<file path="src/rtl/btn_pkg.sv">
`default_nettype none
// ============================================================================
// Module      : btn_pkg
// Description : Shared types and elaboration helpers for the button
//               conditioner (state encoding, prescaler terminal count,
//               parameter legality check).
// Revision    : 1.0 - initial release
// ============================================================================
package btn_pkg;

    typedef enum logic [1:0] {
        IDLE    = 2'd0,
        PRESSED = 2'd1,
        LONG    = 2'd2
    } btn_state_e;

    // Number of clk cycles in one millisecond.
    function automatic int calc_clks_per_ms(input int clk_freq_hz);
        return clk_freq_hz / 1000;
    endfunction

    // True when the parameter set is legal. The top level turns a false
    // result into an elaboration-time $error.
    function automatic bit params_legal(
        input int num_btn,
        input int clk_freq_hz,
        input int debounce_ms,
        input int long_ms,
        input int repeat_ms
    );
        bit ok;
        ok = 1'b1;
        if (num_btn < 1)                      ok = 1'b0;
        if ((clk_freq_hz % 1000) != 0)        ok = 1'b0;
        if (calc_clks_per_ms(clk_freq_hz) < 2) ok = 1'b0;
        if (debounce_ms < 1)                  ok = 1'b0;
        if (long_ms <= debounce_ms)           ok = 1'b0;
        if (repeat_ms < 1)                    ok = 1'b0;
        return ok;
    endfunction

endpackage
`default_nettype wire

</file>
<file path="src/rtl/btn_channel.sv">
`default_nettype none
// ============================================================================
// Module      : btn_channel
// Description : One button channel: 2-FF synchroniser, millisecond debounce
//               counter, IDLE/PRESSED/LONG state machine with hold and
//               auto-repeat counters. All pulse outputs are registered.
// Ports       : clk, reset (async, active-low), i_ms_tick (shared 1 ms
//               strobe), i_btn (raw level), i_repeat_en, o_level, o_press,
//               o_release, o_long, o_repeat
// Revision    : 1.0 - initial release
// ============================================================================
module btn_channel
    import btn_pkg::*;
#(
    parameter int DEBOUNCE_TIME_MS = 20,
    parameter int LONG_PRESS_MS    = 1000,
    parameter int REPEAT_MS        = 200
) (
    input  logic clk,
    input  logic reset,
    input  logic i_ms_tick,
    input  logic i_btn,
    input  logic i_repeat_en,
    output logic o_level,
    output logic o_press,
    output logic o_release,
    output logic o_long,
    output logic o_repeat
);

    localparam int c_DB_W   = $clog2(DEBOUNCE_TIME_MS + 1);
    localparam int c_HOLD_W = $clog2(LONG_PRESS_MS + 1);
    localparam int c_REP_W  = $clog2(REPEAT_MS + 1);

    // Counters act on the tick that makes them reach their limit, so the
    // compare value is limit-1.
    localparam logic [c_DB_W-1:0]   c_DB_LAST   = c_DB_W'(DEBOUNCE_TIME_MS - 1);
    localparam logic [c_HOLD_W-1:0] c_HOLD_LAST = c_HOLD_W'(LONG_PRESS_MS - 1);
    localparam logic [c_REP_W-1:0]  c_REP_LAST  = c_REP_W'(REPEAT_MS - 1);

    localparam logic [1:0] c_ST_IDLE    = IDLE;
    localparam logic [1:0] c_ST_PRESSED = PRESSED;
    localparam logic [1:0] c_ST_LONG    = LONG;

    logic                r_meta;
    logic                r_sync;
    logic                r_level;
    logic [c_DB_W-1:0]   r_db_cnt;
    logic [1:0]          r_state;
    logic [c_HOLD_W-1:0] r_hold_cnt;
    logic [c_REP_W-1:0]  r_rep_cnt;
    logic                r_press;
    logic                r_release;
    logic                r_long;
    logic                r_repeat;

    logic w_differs;
    logic w_flip;
    logic w_rise;
    logic w_fall;

    always_ff @(posedge clk or negedge reset) begin
        if (!reset) begin
            r_meta <= 1'b0;
            r_sync <= 1'b0;
        end else begin
            r_meta <= i_btn;
            r_sync <= r_meta;
        end
    end

    // Any cycle at the current level clears the count, so a single-cycle
    // glitch back restarts the whole debounce interval.
    assign w_differs = (r_sync != r_level);
    assign w_flip    = w_differs && i_ms_tick && (r_db_cnt == c_DB_LAST);
    assign w_rise    = w_flip && !r_level;
    assign w_fall    = w_flip &&  r_level;

    always_ff @(posedge clk or negedge reset) begin
        if (!reset) begin
            r_db_cnt <= '0;
            r_level  <= 1'b0;
        end else begin
            if (!w_differs || w_flip) begin
                r_db_cnt <= '0;
            end else if (i_ms_tick) begin
                r_db_cnt <= r_db_cnt + 1'b1;
            end
            r_level <= r_level ^ w_flip;
        end
    end

    // A fall is tested before any threshold so that release wins a tie with
    // the long-press or repeat tick.
    always_ff @(posedge clk or negedge reset) begin
        if (!reset) begin
            r_state    <= c_ST_IDLE;
            r_hold_cnt <= '0;
            r_rep_cnt  <= '0;
            r_press    <= 1'b0;
            r_release  <= 1'b0;
            r_long     <= 1'b0;
            r_repeat   <= 1'b0;
        end else begin
            r_press   <= 1'b0;
            r_release <= 1'b0;
            r_long    <= 1'b0;
            r_repeat  <= 1'b0;
            case (r_state)
                c_ST_IDLE: begin
                    if (w_rise) begin
                        r_press    <= 1'b1;
                        r_hold_cnt <= '0;
                        r_state    <= c_ST_PRESSED;
                    end
                end
                c_ST_PRESSED: begin
                    if (w_fall) begin
                        r_release <= 1'b1;
                        r_state   <= c_ST_IDLE;
                    end else if (i_ms_tick) begin
                        if (r_hold_cnt == c_HOLD_LAST) begin
                            r_long     <= 1'b1;
                            r_hold_cnt <= '0;
                            r_rep_cnt  <= '0;
                            r_state    <= c_ST_LONG;
                        end else begin
                            r_hold_cnt <= r_hold_cnt + 1'b1;
                        end
                    end
                end
                c_ST_LONG: begin
                    if (w_fall) begin
                        r_release <= 1'b1;
                        r_state   <= c_ST_IDLE;
                    end else if (!i_repeat_en) begin
                        // Held at zero so re-enabling starts a full interval.
                        r_rep_cnt <= '0;
                    end else if (i_ms_tick) begin
                        if (r_rep_cnt == c_REP_LAST) begin
                            r_repeat  <= 1'b1;
                            r_rep_cnt <= '0;
                        end else begin
                            r_rep_cnt <= r_rep_cnt + 1'b1;
                        end
                    end
                end
                default: begin
                    r_state <= c_ST_IDLE;
                end
            endcase
        end
    end

    assign o_level   = r_level;
    assign o_press   = r_press;
    assign o_release = r_release;
    assign o_long    = r_long;
    assign o_repeat  = r_repeat;

endmodule
`default_nettype wire

</file>
<file path="src/rtl/button_conditioner.sv">
`default_nettype none
// ============================================================================
// Module      : button_conditioner
// Description : NUM_BTN-channel button front end. One shared millisecond
//               prescaler drives NUM_BTN independent btn_channel instances
//               (sync, debounce, press/release/long/repeat pulses).
// Ports       : clk, reset (async, active-low), i_btn[NUM_BTN],
//               i_repeat_en[NUM_BTN], o_level/o_press/o_release/o_long/
//               o_repeat[NUM_BTN]
// Revision    : 1.0 - initial release
// ============================================================================
module button_conditioner
    import btn_pkg::*;
#(
    parameter int NUM_BTN          = 2,
    parameter int CLK_FREQ_HZ      = 100_000_000,
    parameter int DEBOUNCE_TIME_MS = 20,
    parameter int LONG_PRESS_MS    = 1000,
    parameter int REPEAT_MS        = 200
) (
    input  logic               clk,
    input  logic               reset,
    input  logic [NUM_BTN-1:0] i_btn,
    input  logic [NUM_BTN-1:0] i_repeat_en,
    output logic [NUM_BTN-1:0] o_level,
    output logic [NUM_BTN-1:0] o_press,
    output logic [NUM_BTN-1:0] o_release,
    output logic [NUM_BTN-1:0] o_long,
    output logic [NUM_BTN-1:0] o_repeat
);

    localparam int c_CLKS_PER_MS = calc_clks_per_ms(CLK_FREQ_HZ);
    localparam int c_PRESC_W     = $clog2(c_CLKS_PER_MS);
    localparam logic [c_PRESC_W-1:0] c_PRESC_LAST = c_PRESC_W'(c_CLKS_PER_MS - 1);

    if (!params_legal(NUM_BTN, CLK_FREQ_HZ, DEBOUNCE_TIME_MS,
                      LONG_PRESS_MS, REPEAT_MS)) begin : g_param_error
        $error("button_conditioner: illegal parameter set");
    end

    logic [c_PRESC_W-1:0] r_presc;
    logic                 w_ms_tick;

    // Tick is a decode of the terminal count, high for exactly one cycle.
    assign w_ms_tick = (r_presc == c_PRESC_LAST);

    always_ff @(posedge clk or negedge reset) begin
        if (!reset) begin
            r_presc <= '0;
        end else if (w_ms_tick) begin
            r_presc <= '0;
        end else begin
            r_presc <= r_presc + 1'b1;
        end
    end

    for (genvar gi = 0; gi < NUM_BTN; gi++) begin : g_chan
        btn_channel #(
            .DEBOUNCE_TIME_MS (DEBOUNCE_TIME_MS),
            .LONG_PRESS_MS    (LONG_PRESS_MS),
            .REPEAT_MS        (REPEAT_MS)
        ) u_chan (
            .clk         (clk),
            .reset       (reset),
            .i_ms_tick   (w_ms_tick),
            .i_btn       (i_btn[gi]),
            .i_repeat_en (i_repeat_en[gi]),
            .o_level     (o_level[gi]),
            .o_press     (o_press[gi]),
            .o_release   (o_release[gi]),
            .o_long      (o_long[gi]),
            .o_repeat    (o_repeat[gi])
        );
    end

endmodule
`default_nettype wire

</file>
<file path="config.mk">
export PLATFORM = sky130hd
export DESIGN_NAME = button_conditioner
export DESIGN_NICKNAME = d
export VERILOG_FILES = /design/src/rtl/btn_pkg.sv /design/src/rtl/btn_channel.sv /design/src/rtl/button_conditioner.sv
export SDC_FILE = /design/constraint.sdc
export NUM_CORES = 1
export LEC_CHECK = 0
export BUFFER_PORTS_ARGS = -buffer_cell sky130_fd_sc_hd__buf_2
export CAP_MARGIN = 20
export CORE_ASPECT_RATIO = 0.75
export CORE_UTILIZATION = 46
export CTS_CLUSTER_SIZE = 10
export DETAILED_ROUTE_END_ITERATION = 8
export PLACE_DENSITY_LB_ADDON = 0.12
export SYNTH_ARGS = -nofsm -noshare
export SYNTH_HDL_FRONTEND = slang
export SYNTH_SLANG_ARGS = --single-unit
</file>
<file path="constraint.sdc">
create_clock -name clk -period 3 [get_ports clk]
set_input_delay 0.45 -clock clk [delete_from_list [all_inputs] [get_ports clk]]
set_output_delay 0.45 -clock clk [all_outputs]
set_load 0.01 [all_outputs]
</file>
==> flow_results.org, run 1 <==
** Status
- The flow ran to the end, and the final reports show no timing, DRC or antenna violations.

** Logic synthesis
- Number of warning messages in the yosys log :: 0
- In this run the biggest area consumer among cell types represents between 40% and 50% of the synthesized area.
- Proportion of synthesized chip area in sequential cells :: between 40% and 50%
- Yosys mapped a number of flops with a built-in enable equal to 0.
- In the synthesized netlist the dominant register cell turns out to be dfrtp_1.
- Unique cell type count in the Yosys netlist :: 65
- After synthesis the cells add up to 4450 µm².
- In this run the mean area of a mapped cell was 9.78 µm².
- Register bit count reported by yosys :: 81
- Synthesis produced approximately 460 cells.
- Number of nets in the synthesized netlist :: between 400 and 500
- Post-synth ARST share :: 100%
- The largest total area in the synthesized netlist belongs to dfrtp_1.
- Yosys attributes the largest share of cell area to dfrtp_1, ha_1, nand2_1, nor2_1, xnor2_1.

** Route
- Vias post-DR :: about 3400
- WL final :: around 8900 µm
- Via-to-Cell Ratio :: around 5.6
- In the final routed layout, each cell accounts on average for about 15 µm.
- In this run, the number of DRC markers left after iteration 0 of detailed routing was about 230.
- Remaining number of nets flagged by the antenna check after routing :: 0
- In the routed design, unresolved DRC markers number 0.
- The first TritonRoute pass finished after 5 iterations.

** Cells and area
- The post-route netlist has between 10% and 20% of its cells at a drive strength greater than 1.
- Relative to the synthesized area, the layout overhead comes to 14.3%.
- Leading cell types in the layout, fill and taps excluded :: dfrtp_1, nand2_1, nor2_1
- For this run, the post-layout net count is approximately 500.
- Post-layout instance count excluding filler cells :: 612
- Number of inserted diodes :: 0
- Most frequent standard cell in the layout excluding fill and tap cells :: dfrtp_1

** Power and ir drop
- In this run the power spent charging and discharging nets is 0.000428 W.
- Switch share :: just over 20%
- Fraction of power consumed by the clock network :: ~47%
- Maximum vdd drop :: 342 µV
- Comb pwr share :: approximately 1.5%
- Cell-internal power :: 0.00170 W
- Sequential fraction of design power :: about 50%
- Leak Pwr :: 2.21 nW
- Power density over cell area :: around 420 nW/µm²

** CTS
- Clock tree from TritonCTS :: done
- Clock buffer depth :: 2
- Clock tree synthesis selected as its root buffer the cell clkbuf_16.
- Number of clock sinks :: 81
- After clock tree synthesis, the clock-pin slew on the worst setup and hold paths is about 0.06 ns.
- The later pin in the worst-skew pair is clocked with a latency of ~0.34 ns.
- H-tree depth reported by CTS :: 3
- Post-cts hold buffer count :: 0
- Number of buffers inserted during clock tree synthesis :: 9

** Timing
- Part of the cycle the worst path needs :: between 90% and 100%
- The tightest hold path in the finished design has a slack of between 0.1 and 0.15 ns.
- Counting I/O delays and the setup requirement, the final critical path takes roughly 2.9 ns.
- Final Hold Viols :: 0
- Derived from the worst setup path, the maximum achievable clock frequency is roughly 0.34 GHz.
- Max-slew headroom :: between 50 and 60%
- Worst-margin pin slew :: between 0.6 and 0.7 ns
- Final count of negative-setup-slack endpoints :: 0
- Setup repair after global routing missed its margin :: true
- Final Slew Violations :: 0
- Worst-case clock skew :: ~0.0097 ns

** Critical path
- Cell-by-cell listing of the critical path :: or4b_4 > nor4_4 > nand4_1 > nor2b_2 > ha_2 > and2_4 > a21oi_4 > buf_6 > nor4_4 > a22oi_1 > o21ai_1
- On the critical path the largest part of the delay comes from simple AND/OR/NAND/NOR gates.
- Crit end category :: flop
- Buf/Inv on CP :: 1
- The slowest stage of the critical path belongs to the cell or4b_4.
- At the worst endpoint, the arrival time is between 3 and 4 ns.
- Data required, critical path :: about 3.3 ns
- Slowest Stage Delay on Critical Path :: about 0.57 ns
- Critical path class :: flop to flop
- Crit path launch type :: flop
- Critical path peak fanout :: 5
- Crit path top cell by count :: nor4_4

** Global route
- The number of antenna violations at the first check in global routing is 0.
- Wire length of the first global-routing pass :: between 15000 and 20000 µm
- The number of global-route vias before repair is around 3200.
- Global routing finished with a remaining overflow of 0.
- Across every metal layer, demand over resource in global routing totals roughly 20%.
- Entering global routing, the biggest net connects 53 pins.

** Floorplanning
- Row generation in the floorplan step produced 30 rows.
- Die Y-Extent :: roughly 87 µm
- The total area inside the core boundary comes to around 9200 µm².
- Die width :: around 120 µm
- Top-level I/O count :: 16
- Starting density of the core :: 48.2%
- The die covers 10100 µm².

** Place
- Count of input and output buffers :: 15
- Counting tap cells, the placed design contains a total of about 590 instances.
- Routability-driven placement congestion ratio :: a little under 0.9
- Detailed placement ended at an HPWL of 6240 µm.

** Min path
- Min-Delay Path Class :: input port to async pin

** Flow run
- Number of maximum-capacitance violations :: 0
-- cell usage after synthesis, types with 5 or more instances --
master and n:
dfrtp_1 81, a21oi_1 19, o21ai_0 10, and2_1 8
nand3_1 17, nor2_1 37, nor2b_1 5, nor3_1 10
xnor2_1 12, nand2_1 44, o21ai_1 12, a31oi_1 9
nand4b_1 6, ha_1 17, clkbuf_1 5, buf_4 11
inv_1 25, a22o_1 7, xor2_1 9, and3_1 11
or3_1 5, mux2i_1 6, nand4_1 15
-- metal layers --
layer,vias up,GRT usage (%),routed length (µm)
li1,1697,-,-
met1,1661,29.0,4740
met2,72,28.0,3680
met3,9,4.18,391
met4,0,6.73,113
met5,-,0,0
-- final timing paths --
check	from	to	slack, ns	cells after the start
setup reg to reg	r_presc[14]$_DFF_PN0_	g_chan[1].u_chan.r_hold_cnt[9]$_DFFE_PN0P_	0.09	11
hold / removal	reset	g_chan[0].u_chan.r_hold_cnt[9]$_DFFE_PN0P_	0.15	1
setup / recovery	r_presc[14]$_DFF_PN0_	g_chan[1].u_chan.r_hold_cnt[9]$_DFFE_PN0P_	0.09	11
max in group asynchronous	reset	g_chan[1].u_chan.o_press$_DFF_PN0_	2.26	2
hold reg to reg	g_chan[1].u_chan.r_meta$_DFF_PN0_	g_chan[1].u_chan.r_sync$_DFF_PN0_	0.35	0
min in group clk	i_btn[1]	g_chan[1].u_chan.r_meta$_DFF_PN0_	0.22	1
-- logic make-up (layout without fill, tap and decap cells) --
kind of cell / after synthesis / in the layout / synth area share [%]
simple gates: 179 / 179 / 22.0
flops: 81 / 81 / 45.6
buf+inv: 47 / 76 / 5.34
fa+ha+maj: 17 / 17 / 4.78
xor+xnor: 21 / 21 / 4.14
mux: 10 / 10 / 2.36
compound gates: 100 / 100 / 15.8
-- cell type report --
| class | count | area, µm² |
|---|---|---|
| clock buffer | 14 | 264 |
| fill | 824 | 4150 |
| inverter | 25 | 97.6 |
| multi-input combinational | 327 | 2270 |
| sequential | 81 | 2030 |
| tap | 128 | 160 |
| timing repair buffer | 37 | 263 |
-- state kept, by name, indices dropped and copies added (netlist names) --
register	count
g_chan.u_chan.o_level	2
g_chan.u_chan.o_long	2
g_chan.u_chan.o_press	2
g_chan.u_chan.o_release	2
g_chan.u_chan.o_repeat	2
g_chan.u_chan.r_db_cnt	10
g_chan.u_chan.r_hold_cnt	20
g_chan.u_chan.r_meta	2
g_chan.u_chan.r_rep_cnt	16
g_chan.u_chan.r_state	4
g_chan.u_chan.r_sync	2
r_presc	17
-- power by group through the flow --
stage	combinational [W]	sequential, W	clock [W]
after global placement	0.0000343	0.00112	0
after global routing	0.0000391	0.00110	0.00107
after floorplan	0.00000336	0.00112	0
final	0.0000321	0.00110	0.000999
after CTS	0.0000346	0.00110	0.00103
after detailed placement	0.0000347	0.00112	0
-- stage by stage --
step / setup TNS (ns) / cell area, µm² / power (W) / utilization (%) / setup slack, ns
floorplan: 0 / 4470 / 0.00112 / - / 0.0114
global placement: 0 / 4640 / 0.00115 / 50.3 / 0.154
detailed placement: 0 / 4640 / 0.00115 / 50.3 / 0.0895
CTS: 0 / 4910 / 0.00217 / 53.1 / 0.0874
global route: -0.480 / 5090 / 0.00221 / 55.1 / -0.0949
finish: 0 / 5090 / 0.00213 / 55.1 / 0.0861
-- what timing repair did --
item                       in CTS  in global routing
resized for setup               0                 24
buffers inserted                0                 12
setup endpoints to repair       0                 34
No activity file was read; power rests on OpenSTA's default activity.
==> run 2, diff against run 1 <==
--- a/config.mk
+++ b/config.mk
@@ -6,8 +6,9 @@
 export NUM_CORES = 1
 export LEC_CHECK = 0
 export BUFFER_PORTS_ARGS = -buffer_cell sky130_fd_sc_hd__buf_2
-export CAP_MARGIN = 20
+export CAP_MARGIN = 10
 export CORE_ASPECT_RATIO = 0.75
+export CORE_MARGIN = 2
 export CORE_UTILIZATION = 46
 export CTS_CLUSTER_SIZE = 10
 export DETAILED_ROUTE_END_ITERATION = 8
==> flow_results.org, run 2 (same netlist as run 1, synthesis figures left out) <==
** Global route
- Maximum number of pins on one net before global-route repair :: 56
- GR Overflow Total :: 0
- Wire length of the first global-routing pass :: ~15000 µm
- In the global route stage, overall resource usage came out at around 19%.
- For this run, global-route usage on met1 was measured as about a quarter.
- Met2 usage :: a little over a quarter
- The number of global-route vias before repair is roughly 3100.
- The number of antenna violations at the first check in global routing is 0.
- Peak-usage layer in the global routing report :: met2
- Met3 track demand over resource :: under 10%

** Cells and area
- Summing all non-filler instances in the final layout gives an area of between 5000 and 6000 µm².
- In the layout the commonest cells are dfrtp_1, nand2_1, nor2_1.
- Flip-flop count of the largest register after layout :: 20
- Relative to the synthesized area, the layout overhead comes to 15.0%.
- The largest registers in the layout are g_chan.u_chan.r_hold_cnt (20), r_presc (17), g_chan.u_chan.r_rep_cnt (16).
- The number of antenna diodes in the final layout is 0.
- Register with the highest flop count :: g_chan.u_chan.r_hold_cnt
- Counting the fill cells in the layout gives 860.
- In the final layout, the share of cells above drive strength 1 is between 10% and 20%.
- In the final design database the tool counted just over 500 nets.
- Leaving out fill and tap cells, the most frequent cell in the layout is dfrtp_1.

** Timing
- In the finished design, the share of the clock period the worst path needs comes to a little over nine tenths.
- Setup repair after global routing could not meet its margin everywhere.
- Final count of negative-setup-slack endpoints :: 0
- The routed design could run at a clock period as short as approximately 3.0 ns.
- The hold violation count in the final report was 0.
- Post-Route Hold Slack :: 0.173 ns
- Worst-margin pin slew :: around 0.85 ns
- The total count of max-transition violations in the final report was 0.
- On the final layout, the worst clock skew is 0.00679 ns.
- Measured against its own limit, the worst slew margin works out to 43.2%.
- Static timing analysis puts the maximum clock frequency at 0.338 GHz.

** CTS
- Library cell used as clock root buffer :: clkbuf_16
- Clock tree from TritonCTS :: done
- In this run the deepest clock path goes through 2 buffers.
- Buffers inserted during clock tree synthesis total 9.
- For this design, the CTS-stage hold fixing added 0 buffers.
- The tree built by TritonCTS fans out to a little over 80 sinks.
- H-tree depth reported by CTS :: 3
- Clock Latency Late Sink :: about 0.34 ns
- After clock tree synthesis, the clock-pin slew on the worst setup and hold paths is about 0.06 ns.

** Power and ir drop
- Combinational cells account for around 1.5% of the total power.
- In this run the static leakage power is 2.24 nW.
- In this run the power density over the cells is ~410 nW/µm².
- Maximum vdd drop :: roughly 300 µV
- Cell internal power was estimated by the tool at about 0.0017 W.
- The clock network is responsible for between 40% and 50% of the overall power.
- Of the total power, the share spent switching nets is between 20% and 30%.
- Sequential fraction of design power :: approximately half
- For this design the total switching power over the nets is ~0.00046 W.

** Critical path
- Crit path launch type :: flop
- The number of buffers and inverters on the critical path is 0.
- STA puts the critical path data required time at ~3.3 ns.
- The slowest stage of the critical path belongs to the cell or4b_4.
- In this run the critical register-to-register path is launched from r_presc[13]$_DFF_PN0_.
- Family with the most delay on the worst path :: simple AND/OR/NAND/NOR gates
- The worst setup path is captured at a flop.
- By instance count, the cell type seen most on the critical path is nor4_4.
- Slowest Stage Delay on Critical Path :: 0.55 ns
- Critical path depth in cells :: 10
- The critical path starts at r_presc[13]$_DFF_PN0_.
- Critical path peak fanout :: 5
- The number of cells on the worst reg-to-reg path is 10.
- Data on the critical path arrives at its endpoint at between 3 and 4 ns.
- Cell-by-cell listing of the critical path :: or4b_4 > nor4_4 > nand4_1 > nor2b_2 > ha_2 > and2_4 > a21oi_4 > nor4_4 > a22oi_1 > o21ai_1
- The worst setup path is of the flop to flop kind.

** Floorplanning
- Die Y-Extent :: roughly 90 µm
- Full die area :: approximately 10000 µm²
- Rows :: 31
- During I/O placement, the number of pins put on the boundary was 16.
- Once the floorplan was initialized, standard cells occupied about 47% of the core.
- The core region is 9540 µm².
- Measured along the x axis, the die boundary spans about 120 µm.

** Route
- Remaining number of nets flagged by the antenna check after routing :: 0
- The routed layout has 3413 vias.
- After detailed routing, the number of vias per cell comes to 5.49.
- Dividing the detail-routed wire length by the instance count gives roughly 15 µm.
- After detailed routing, the number of remaining DRC violations is 0.
- The first routing iteration left 337 violations.
- The first TritonRoute pass finished after 7 iterations.
- WL final :: roughly 9000 µm

** Min path
- The min-delay analysis places its worst path in the category input port to async pin.

** Status
- The run finished with clean final reports.

** Flow run
- Max-cap violations in this run came to 0.

** Place
- Detailed placement ended at an HPWL of about 6300 µm.
- Routability-driven placement congestion ratio :: roughly 0.84
- Placed inst area :: approximately 4700 µm²
- Count of input and output buffers :: 15
[run 2: changes by cell type in the layout (fill, tap and decap cells not counted), sizes merged]
cell	previous run	this run
clkbuf	14	10
clkinvlp	1	2
inv	24	25
buf	37	41
clkinv	0	4
[run 2: worst paths after layout]
check                      slack [ns]                                          to
max                              0.04  g_chan[1].u_chan.r_hold_cnt[9]$_DFFE_PN0P_
min                              0.17  g_chan[0].u_chan.r_hold_cnt[0]$_DFFE_PN0P_
max reg2reg                      0.04  g_chan[1].u_chan.r_hold_cnt[9]$_DFFE_PN0P_
min reg2reg                      0.35           g_chan[1].u_chan.r_sync$_DFF_PN0_
max in group asynchronous        2.23                        r_presc[6]$_DFF_PN0_
min in group clk                 0.22           g_chan[0].u_chan.r_meta$_DFF_PN0_
[run 2: power groups by stage]
stage / sequential (W) / clock [W] / combinational [W]
2_1_floorplan: 0.00112 / 0 / 0.00000336
3_3_place_gp: 0.00112 / 0 / 0.0000350
3_5_place_dp: 0.00112 / 0 / 0.0000347
4_1_cts: 0.00110 / 0.00103 / 0.0000348
5_1_grt: 0.00110 / 0.00107 / 0.0000387
6_report: 0.00110 / 0.000992 / 0.0000327
[run 2: what timing repair did]
action / 4_1_cts / 5_1_grt
endpoints found under the setup margin: 0 / 37
setup buffers: 0 / 12
gates resized for setup: 0 / 23
[run 2: layout make-up]
cell class | instances | area (µm²) | share of cell area [%]
Multi-Input combinational cell | 327 | 2280 | 44.5
Sequential cell | 81 | 2030 | 39.6
Timing Repair Buffer | 41 | 289 | 5.65
Clock buffer | 10 | 229 | 4.47
Tap cell | 132 | 165 | 3.23
Inverter | 25 | 93.8 | 1.83
Clock inverter | 6 | 35.0 | 0.685
[run 2: stage by stage]
step	utilization (%)	cells	power [W]	setup slack, ns	setup TNS [ns]
4_1_cts	51.8	610	0.00216	0.0681	0
3_5_place_dp	49.0	594	0.00115	0.0854	0
5_1_grt	53.6	622	0.00221	-0.104	-0.477
6_report	53.6	622	0.00212	0.0389	0
3_3_place_gp	49.0	594	0.00115	0.132	0
2_1_floorplan	-	455	0.00112	0.0114	0
[run 2: layer usage]
| metal | routed length, µm | up-vias |
|---|---|---|
| met5 | 0 | - |
| met4 | 83 | 0 |
| met3 | 328 | 7 |
| met2 | 3960 | 56 |
| met1 | 4860 | 1647 |
| li1 | - | 1703 |
==> run 3, diff against run 2 <==
--- a/config.mk
+++ b/config.mk
@@ -5,13 +5,15 @@
 export SDC_FILE = /design/constraint.sdc
 export NUM_CORES = 1
 export LEC_CHECK = 0
-export BUFFER_PORTS_ARGS = -buffer_cell sky130_fd_sc_hd__buf_2
 export CAP_MARGIN = 10
 export CORE_ASPECT_RATIO = 0.75
 export CORE_MARGIN = 2
 export CORE_UTILIZATION = 46
 export CTS_CLUSTER_SIZE = 10
 export DETAILED_ROUTE_END_ITERATION = 8
+export DONT_BUFFER_PORTS = 1
+export GPL_ROUTABILITY_DRIVEN = 0
+export GPL_TIMING_DRIVEN = 0
 export PLACE_DENSITY_LB_ADDON = 0.12
 export SYNTH_ARGS = -nofsm -noshare
 export SYNTH_HDL_FRONTEND = slang
==> flow_results.org, run 3 (same netlist as run 1, synthesis figures left out) <==
** Timing
- After layout, the minimum clock period comes to between 2 and 3 ns.
- Measured against its own limit, the worst slew margin works out to around 48%.
- Final Hold Viols :: 0
- Timing would allow up to roughly 0.34 GHz.
- Part of the cycle the worst path needs :: between 90% and 100%
- The clock arrives with a little under 0.007 ns of skew.
- Final Slew Violations :: 0
- Setup violations remaining at the end of the flow were counted as 0.
- Worst-margin pin slew :: ~0.78 ns
- Setup repair after global routing could not meet its margin everywhere.
- Post-Route Hold Slack :: between 0.008 and 0.009 ns

** CTS
- Clock latency on the worst-skew pair, taken at its later pin, is between 0.3 and 0.4 ns.
- H-tree depth reported by CTS :: 3
- The root buffer cell chosen for the clock tree is clkbuf_16.
- Clock buffer depth :: 2
- Clock tree from TritonCTS :: done
- Number of buffers inserted during clock tree synthesis :: 9
- Number of clock sinks :: 81
- Clock-pin slew was measured on the worst setup and hold paths at 0.06 ns.

** Critical path
- STA classifies the critical path endpoint as a flop.
- Worst path slowest cell :: or4b_4
- Across all register-to-register paths, the minimum setup slack is roughly 0.033 ns.
- Reg-to-reg startpoint :: r_presc[13]$_DFF_PN0_
- Reg-to-reg critical path endpoint :: g_chan[1].u_chan.r_hold_cnt[3]$_DFFE_PN0P_
- In this run the worst path has a maximum fanout of 3.
- Critical path arrival :: 3.24 ns
- Cell-by-cell listing of the critical path :: or4b_4 > nor4_4 > buf_6 > buf_8 > nand4_1 > nor2b_2 > ha_2 > and2_4 > a21oi_4 > buf_6 > nor4_4 > buf_4 > nand4b_1 > nand3_1
- Crit path launch type :: flop
- For this run, the slowest stage of the critical path takes approximately 0.56 ns.
- Data required, critical path :: between 3 and 4 ns
- The critical path is of the flop to flop type.
- Depth of the most critical reg-to-reg path :: 14

** Power and ir drop
- Cell-internal power :: around 0.0018 W
- Of the total power, the share spent switching nets is about a fifth.
- The worst-case IR drop observed on VDD is approximately 350 µV.
- Comb pwr share :: 1.3%
- The share of total power dissipated in the clock network is between 40% and 50%.
- Leak Pwr :: 2.36 nW
- Summed over all nets, the switching power comes to 0.000443 W.
- The design draws between 0.002 and 0.0025 W.
- In this run the power density over the cells is just over 400 nW/µm².
- Sequential fraction of design power :: between 40% and 50%

** Cells and area
- Fillcell total :: roughly 860
- Of the cells placed in the final design, the portion with a size suffix greater than 1 is a little over a fifth.
- Post-layout instance count excluding filler cells :: between 600 and 700
- The library cell used most frequently in the layout, excluding fill and tap cells, is dfrtp_1.
- The register with the most flip-flops in the final layout is g_chan.u_chan.r_hold_cnt.
- 0 antenna diodes ended up in the layout.
- The library cells used most frequently in the layout, excluding fill and tap cells, are dfrtp_1, buf_4, nand2_1.
- The register with the most flip-flops in the layout has 20 of them.
- Compared with the post-synthesis result, the final layout area differs by 20.8%.
- The largest registers in the layout are g_chan.u_chan.r_hold_cnt (20), r_presc (17), g_chan.u_chan.r_rep_cnt (16).
- Nets :: around 530

** Route
- The first routing iteration left between 200 and 300 violations.
- For this block, the via count after detailed routing is approximately 3500.
- Uppermost layer routed :: met4
- Via-to-Cell Ratio :: 5.56
- After detailed routing, the wire length on met1 is approximately 5000 µm.
- Total met2 wirelength after detailed routing :: 4330 µm
- After detailed routing, the number of remaining DRC violations is 0.
- After detailed routing, the total wire length is about 9700 µm.
- Once detail routing completed, the nets flagged for antenna violations numbered 0.
- In the final routed layout, each cell accounts on average for roughly 15 µm.
- Pre-Repair DR Iteration Count :: 5
- After detailed routing, the met3 layer carries 337 µm of wire.

** Floorplanning
- After floorplanning, the core was divided into 31 placement rows.
- 16 I/O pins were placed.
- Full die area :: about 10000 µm²
- The initial utilization of the core area, before any placement, comes to between 40 and 50%.
- The core region is about 9500 µm².
- Die width :: ~120 µm
- Measured along the y axis, the die boundary spans between 80 and 90 µm.

** Place
- Cell count after placement :: between 500 and 600
- HPWL after DPL :: roughly 6200 µm
- Count of input and output buffers :: 0

** Min path
- The tightest min-delay check is of the input port to async pin type.

** Global route
- Number of global-route vias before repair :: between 3000 and 4000
- Entering global routing, the biggest net connects a little over 80 pins.
- The total overflow left after global routing is 0.
- Wire length of the first global-routing pass :: ~16000 µm
- Antenna violations before repair :: 0
- For this run, the total global-route usage over all layers was measured as 19.4%.

** Status
- Result of the run :: complete, no violations

** Flow run
- Number of maximum-capacitance violations :: 0
[run 3: cell count changes in the layout (fill, tap and decap cells not counted), moves of 2 or more]
cell        change
nand2_4         +2
buf_6           +5
clkinvlp_4      -2
clkbuf_8        +2
clkbuf_1        +3
buf_8           +2
buf_2          -12
buf_4          +19
clkinv_2        -2
nand2_1         -2
[run 3: critical path: cells and delay by family (launching register included)]
family | cells | cell delay [ns]
simple gates | 8 | 1.70
buf+inv | 4 | 0.57
flops | 1 | 0.37
fa+ha+maj | 1 | 0.22
compound gates | 1 | 0.04
[run 3: worst max-delay path by stage]
stage                                                             to  slack (ns)             startpoint
after floorplan           g_chan[1].u_chan.r_hold_cnt[0]$_DFFE_PN0P_        0.01   r_presc[6]$_DFF_PN0_
after global placement     g_chan[1].u_chan.r_rep_cnt[3]$_DFFE_PN0P_       -0.44   r_presc[8]$_DFF_PN0_
after detailed placement  g_chan[1].u_chan.r_hold_cnt[0]$_DFFE_PN0P_       -0.48   r_presc[8]$_DFF_PN0_
after CTS                 g_chan[1].u_chan.r_hold_cnt[5]$_DFFE_PN0P_       -0.02  r_presc[13]$_DFF_PN0_
after global routing      g_chan[1].u_chan.r_hold_cnt[3]$_DFFE_PN0P_       -0.14  r_presc[13]$_DFF_PN0_
final                     g_chan[1].u_chan.r_hold_cnt[3]$_DFFE_PN0P_        0.03  r_presc[13]$_DFF_PN0_
[run 3: cell type report]
| class | count | area [µm²] | area share, % |
|---|---|---|---|
| inverters | 25 | 93.8 | 1.75 |
| multi-input cells | 327 | 2310 | 43.1 |
| clock inverters | 3 | 40.0 | 0.745 |
| clock buffers | 12 | 256 | 4.77 |
| flip-flops and latches | 81 | 2030 | 37.7 |
| plain buffers | 22 | 179 | 3.33 |
| well taps | 132 | 165 | 3.07 |
| repair buffers | 36 | 298 | 5.54 |
[run 3: metrics by stage]
stage | setup slack [ns] | TNS [ns] | util (%) | instance area [µm²]
finish | 0.0332 | 0 | 56.3 | 5370
global placement | -0.442 | -9.03 | 48.6 | 4640
detailed placement | -0.478 | -10.50 | 48.6 | 4640
global route | -0.145 | -1.13 | 56.3 | 5370
CTS | -0.0166 | -0.0375 | 54.3 | 5180
floorplan | 0.0114 | 0 | - | 4470
[run 3: metal layers]
| metal | up-vias | GRT usage [%] |
|---|---|---|
| met5 | - | 0 |
| met4 | 0 | 4.93 |
| met3 | 8 | 4.78 |
| met2 | 68 | 30.5 |
| met1 | 1731 | 27.4 |
| li1 | 1738 | - |
[run 3: what timing repair did]
item | 4_1_cts | 5_1_grt
hold buffers | 1 | 0
endpoints found under the setup margin | 39 | 41
setup buffers | 24 | 12
hold endpoints to repair | 81 | 0
gates resized for setup | 12 | 29
pin swaps | 9 | 13
[run 3: power groups by stage]
stage | logic (W) | registers [W] | clock network (W)
after floorplan | 0.00000336 | 0.00112 | 0
after global placement | 0.00000411 | 0.00112 | 0
after detailed placement | 0.00000417 | 0.00112 | 0
after CTS | 0.0000311 | 0.00110 | 0.00114
after global routing | 0.0000354 | 0.00110 | 0.00118
final | 0.0000293 | 0.00110 | 0.00110
